**src/rtl/pc_pkg.sv**
```systemverilog
// Shared constants and types for the fetch-stage next-PC logic.
package pc_pkg;

  localparam int unsigned INSTR_BYTES = 4;

  // Link registers recognised for call/return tracking (ra, t0).
  localparam int unsigned LINK_REG_RA = 1;
  localparam int unsigned LINK_REG_T0 = 5;

  typedef enum logic [1:0] {
    CT_NONE,
    CT_JAL,
    CT_JALR,
    CT_BRANCH
  } ctrl_kind_t;

endpackage

```
**src/rtl/return_addr_stack.sv**
```systemverilog
// Circular return-address stack: overflow overwrites the oldest entry, empty pops are dropped.
// Push and pop together replace the top entry without changing the count.
module return_addr_stack #(
  parameter int unsigned Depth = 4,
  parameter int unsigned Width = 64
) (
  input  logic             clk,
  input  logic             rst,
  input  logic             push,
  input  logic             pop,
  input  logic [Width-1:0] push_data,
  output logic [Width-1:0] top,
  output logic             valid
);

  localparam int unsigned PtrW = $clog2(Depth);
  localparam int unsigned CntW = PtrW + 1;

  logic [Width-1:0] mem_q [Depth];
  logic [PtrW-1:0]  tp_q;
  logic [PtrW-1:0]  tp_inc;
  logic [CntW-1:0]  cnt_q;
  logic             pop_eff;

  assign pop_eff = pop && (cnt_q != '0);
  assign tp_inc  = tp_q + PtrW'(1);

  always_ff @(posedge clk) begin
    if (rst) begin
      tp_q  <= '0;
      cnt_q <= '0;
    end else if (push && pop_eff) begin
      mem_q[tp_q] <= push_data;
    end else if (push) begin
      tp_q          <= tp_inc;
      mem_q[tp_inc] <= push_data;
      if (cnt_q != CntW'(Depth)) cnt_q <= cnt_q + CntW'(1);
    end else if (pop_eff) begin
      tp_q  <= tp_q - PtrW'(1);
      cnt_q <= cnt_q - CntW'(1);
    end
  end

  assign valid = (cnt_q != '0);
  assign top   = valid ? mem_q[tp_q] : '0;

endmodule

```
**src/rtl/next_pc_unit.sv**
```systemverilog
// Fetch PC generator: sequential +4, EX-stage redirect with flush, misaligned-target flag.
// Optional return-address stack enabled by defining RAS_EN.
module next_pc_unit
  import pc_pkg::*;
#(
  parameter int unsigned          PC_WIDTH  = 64,
  parameter int unsigned          REG_WIDTH = 64,
  parameter logic [PC_WIDTH-1:0]  RESET_PC  = '0,
  parameter int unsigned          RAS_DEPTH = 4
) (
  input  logic                 clk,
  input  logic                 rst,
  input  logic                 stall,
  input  logic                 ex_valid,
  input  logic [PC_WIDTH-1:0]  ex_pc,
  input  logic [REG_WIDTH-1:0] imm,
  input  logic [REG_WIDTH-1:0] rs1,
  input  logic                 is_jal,
  input  logic                 is_jalr,
  input  logic                 is_branch,
  input  logic                 branch_taken,
  input  logic                 rd_is_link,
  input  logic                 rs1_is_link,
  output logic [PC_WIDTH-1:0]  pc,
  output logic                 flush,
  output logic                 misaligned,
  output logic [PC_WIDTH-1:0]  ras_top,
  output logic                 ras_valid
);

  ctrl_kind_t           kind;
  logic [REG_WIDTH-1:0] rel_sum;
  logic [REG_WIDTH-1:0] jalr_sum;
  logic [PC_WIDTH-1:0]  target;
  logic [PC_WIDTH-1:0]  pc_q;
  logic [PC_WIDTH-1:0]  pc_d;
  logic                 take;
  logic                 bad;
  logic                 redirect;

  always_comb begin
    kind = CT_NONE;
    if (ex_valid) begin
      if (is_jal)                          kind = CT_JAL;
      else if (is_jalr)                    kind = CT_JALR;
      else if (is_branch && branch_taken)  kind = CT_BRANCH;
    end
  end

  assign rel_sum  = REG_WIDTH'(ex_pc) + imm;
  assign jalr_sum = (rs1 + imm) & ~REG_WIDTH'(1);

  always_comb begin
    target = rel_sum[PC_WIDTH-1:0];
    if (kind == CT_JALR) target = jalr_sum[PC_WIDTH-1:0];
  end

  assign take       = (kind != CT_NONE);
  assign bad        = take && target[1];
  assign redirect   = take && !bad;
  assign flush      = redirect;
  assign misaligned = bad;

  // Redirect outranks stall; reset outranks both in the register below.
  always_comb begin
    pc_d = pc_q + PC_WIDTH'(INSTR_BYTES);
    if (redirect)   pc_d = target;
    else if (stall) pc_d = pc_q;
  end

  always_ff @(posedge clk) begin
    if (rst) pc_q <= RESET_PC;
    else     pc_q <= pc_d;
  end

  assign pc = pc_q;

`ifdef RAS_EN
  logic ras_ok;
  logic ras_push;
  logic ras_pop;

  // A misaligned transfer traps, so it must not disturb call/return tracking.
  assign ras_ok   = ex_valid && !bad;
  assign ras_push = ras_ok && (is_jal || is_jalr) && rd_is_link;
  assign ras_pop  = ras_ok && is_jalr && rs1_is_link;

  return_addr_stack #(
    .Depth (RAS_DEPTH),
    .Width (PC_WIDTH)
  ) u_ras (
    .clk       (clk),
    .rst       (rst),
    .push      (ras_push),
    .pop       (ras_pop),
    .push_data (ex_pc + PC_WIDTH'(INSTR_BYTES)),
    .top       (ras_top),
    .valid     (ras_valid)
  );
`else
  logic unused_ras;
  assign unused_ras = ^{rd_is_link, rs1_is_link, 1'(RAS_DEPTH)};
  assign ras_top    = '0;
  assign ras_valid  = 1'b0;
`endif

endmodule
```
**config.mk**
```make
export PLATFORM = sky130hd
export DESIGN_NAME = next_pc_unit
export DESIGN_NICKNAME = d
export VERILOG_FILES = /design/src/rtl/pc_pkg.sv /design/src/rtl/return_addr_stack.sv /design/src/rtl/next_pc_unit.sv
export SDC_FILE = /design/constraint.sdc
export NUM_CORES = 1
export LEC_CHECK = 0
export CORE_MARGIN = 3
export CORE_UTILIZATION = 40
export DETAILED_ROUTE_END_ITERATION = 8
export PLACE_DENSITY_LB_ADDON = 0.08
export SYNTH_ARGS = -nofsm -noshare
export SYNTH_HDL_FRONTEND = slang
export SYNTH_SLANG_ARGS = --single-unit
```
**constraint.sdc**
```tcl
create_clock -name clk -period 4.6 [get_ports clk]
set_input_delay 0.46 -clock clk [delete_from_list [all_inputs] [get_ports clk]]
set_output_delay 0.46 -clock clk [all_outputs]
set_load 0.01 [all_outputs]
```
==> reports/metrics.sh <==
RUN_STATUS='completed'
SYNTH-EDFF-COUNT=0
GRT_PASS1_VIAS=12410
YS.WARNINGS.COUNT=0
YS_DOMINANT_REG_CELL='dfxtp_1'
PLACEABLECOREAREA_SQ_MM=0.02995
P_PER_AREA_mW_PER_MM2=226.1
STD_CELL_ROWS=63
SYN_AVG_CELL_AREA_SQ_UM=7.366
TIMING.CRITICAL_PATH.MODE_CELL='o21ai_2'
FINAL_NETS=2197
SLEW_VIOLATIONS=0
INITIAL_ANTENNA_VIOLATION_COUNT=0
SEQ_AREA_FRAC_SYNTH_PCT=10.45
REG2REG_START='pc[5]'
SETUP.WORST_PATH.START_CLASS='input pin'
WORST_SETUP_END_KIND='register'
NETLIST_INSTANCES=1665
NUM_VIAS=13270
FP.DIEW_UM=181.1
REPORT.FINAL.HOLD_VIOL_COUNT=0
WORST_HOLD_PATH.NUM_CELLS=2
FINAL_NON_FILLER_CELLS=2262
SETUP_CP_TYPE='input pin to register'
TRITONCTS='built'
POWER.IR.VDD_WORST_mV=0.1751
SETUP_VIOL=0
IO_PINS=333
WORST-SLEW-PIN-TRANSITION_PS=886.9
CP_DATA_ARRIVAL_TIME_PS=4340
SYN_TO_FINAL_GROWTH_PCT=24.13
CTS.REPORTEDPATHS.CLKPINSLEW_PS=60
DETAIL_ROUTED_NET_LENGTH_PER_STANDARD_CELL_UM=20.47
CPMAXSTAGEDELAYCELL='clkdlybuf4s50_1'
DIE_AREA_SQ_MM=0.03280
NUM-FILL-CELLS=3067
SYNTH_COMMON_CELLS='a21oi_1, nand2_1, nor2_1, ha_1, xnor2_1'
CTS_SINKS=64
HOLD_END='pc[0]'
RSZ0062_AT_GRT='false'
TRITONCTS.NUM_BUFFERS=9
REG2REG_TO='pc[43]'
MIN_CLOCK_PERIOD_POST_ROUTE_PS=4095
POST-ROUTE-WORST-SETUP-SLACK_PS=505.1
POSTROUTEWIRELENGTH_UM=46310
PERIOD_SHARE_PCT=89.02
PRE_CTS_SLACK_PS=147.8
ROUTED_VIA_DENSITY=5.868
DP_HPWL_UM=38530
REG2REGPATHDEPTH=11
POST_ROUTE_CELLS_DRIVE_ABOVE_1_SHARE_PCT=6.357
INSERTEDDIODECOUNT=0
NETLIST_AREA_SQ_MM=0.01226
SYNTH.TOP_CELL.AREA_SHARE_PCT=12.85
DIE_BOUNDARY_HEIGHT_UM=181.1
PORT-BUFFER-COUNT=265
CTSHOLDBUFFERS=0
PLACE.GP.CONGESTION=0.9097
FIN_SETUP_TNS_PS=0
GLOBAL_ROUTE.USAGE.TOTAL_PCT=26.45
GRT_START_MAX_NET_PINS=55
SYNTH_TOP_CELL_BY_AREA='ha_1'
LARGEST_REGISTER_FFS=64
PLACED_CELLS=2246
CTSLONGESTPATHBUFFERS=2
CTS.ROOT.BUFFER_CELL='clkbuf_16'
CLOCK_TREE.HTREE_LEVEL_COUNT=3
CRITICAL-PATH-MAX-STAGE-DELAY_PS=460
FMAX_MHz=244.2
REGISTER_TO_REGISTER_SETUP_SLACK_PS=1670
GRT_PASS1_WL_UM=70350
YS_ASYNC_SR_FRACTION_PCT=0
INITIAL_CORE_UTILIZATION_PCT=40.94
INSERTION_DELAY_PS=340
SYNTHTOPCELLSBYAREA='ha_1, dfxtp_1, a21oi_1'
SYNTH_SEQ_CELLS=64
NETLIST-CELL-TYPE-COUNT=100
WORST_PATH_DOMINANT_CELL_FAMILY='compound AO/OA/AOI/OAI gates'
CRITICAL_PATH.CELL_CHAIN='clkdlybuf4s50_1, ha_1, fa_1, a211oi_2, o21ai_2, a31oi_4, o21ai_2, a31o_2, a31o_4, a41oi_4, o21ai_2, a31oi_1, xor2_1, a2111oi_2'
HOLDCRITPATHCLASS='register to register'
MAXCAPVIOLCOUNT=0
LEAKAGE_POWER_uW=0.006148
ROUTE.ANTENNA.REMAINING_NETS=0
DETAIL_ROUTE.FIRST_PASS.ITERATIONS=5
MIN_FROM='pc[0]'
CLOCK_SKEW_PS=10.11
REMAINING_DRC_ERRORS=0
POST_CTS_RESIZED=0
CTS_SETUP_BUFFERS=0
GR-TOTAL-OVERFLOW=0
WORST_SLEW_MARGIN_REL_PCT=40.87
CP_NUM_BUF_INV=1
YOSYSMOSTFREQUENTCELL='a21oi_1'
WORSTPATHMAXFANOUT=4
DRT_ITER0_MARKERS=942
CRITICAL_PATH_REQUIRED_PS=4840
kinds of logic after synthesis:
kind of cell	Yosys count	synth area share [%]
xor+xnor	170	12.14
flops	64	10.45
other cells	1	0.03058
buf+inv	194	8.651
mux	6	0.4999
compound gates	592	34.38
simple gates	510	20.67
fa+ha+maj	128	13.18
routing by layer:
layer  wire length (um)  vias up  share of wire, %  global-route usage (%)
met4               1081        0               2.3                   6.673
met5                  0        -                 0                       0
li1                   -     6458                 -                       -
met3               2810       56               6.1                   3.040
met1              22170     6238                48                   38.81
met2              20250      522                44                   41.14
worst register-to-register path: cells and delay by family (launching register included):
family | cells | cell delay, ps
xor gates and xnor gates | 1 | 170
and+or+nand+nor | 7 | 1900
AOI/OAI and AO/OA | 3 | 370
DFF | 1 | 430
power breakdown:
group	internal, uW	switching [uW]	leakage, uW
combinational	852	1100	0.00546
clock	481	290	0.000157
sequential	619	96.3	0.000527
total	1950	1490	0.00615
stage by stage:
step                      hold slack, ps  total power, uW  utilization [%]  instance area (sq um)
after floorplan                    480.5             1957                -                  12500
after detailed placement           457.1             2649            49.73                  14900
after global routing               497.2             3644            50.82                  15220
after CTS                          469.2             3429            50.82                  15220
final                              467.3             3442            50.82                  15220
after global placement             442.5             2647            49.73                  14900
worst max path at each step:
stage                   to  startpoint  cells past startpoint  slack [ps]
floorplan           pc[60]    ex_pc[0]                     13        1210
global placement    pc[55]      imm[4]                     14         200
detailed placement  pc[55]      imm[2]                     14         150
CTS                 pc[55]      imm[4]                     14         500
finish              pc[60]      imm[0]                     14         510
global route        pc[55]      imm[4]                     14         350
cell type report:
class / count / area (sq um) / share of cell area (%)
timing repair buffer: 288 / 2820 / 18.53
clock buffer: 9 / 225.2 / 1.479
inverter: 33 / 123.9 / 0.8137
multi-input combinational: 1471 / 10180 / 66.89
tap: 390 / 488.0 / 3.205
sequential: 64 / 1281 / 8.416
clock inverter: 7 / 102.6 / 0.6739
layout by cell type (no fill, tap or decap), types with 22 or more instances in the layout:
master           count
a211oi_1            77
a21o_1              88
a21oi_1            165
a31oi_1             22
and3_1              24
buf_4               23
clkdlybuf4s50_1    264
conb_1              65
dfxtp_1             64
ha_1               126
inv_1               33
nand2_1            142
nand3_1             64
nand4_1             42
nor2_1             128
o21ai_0             57
o21bai_1            27
xnor2_1             92
xor2_1              78
Note: power is estimated with default switching activity, not from simulation.
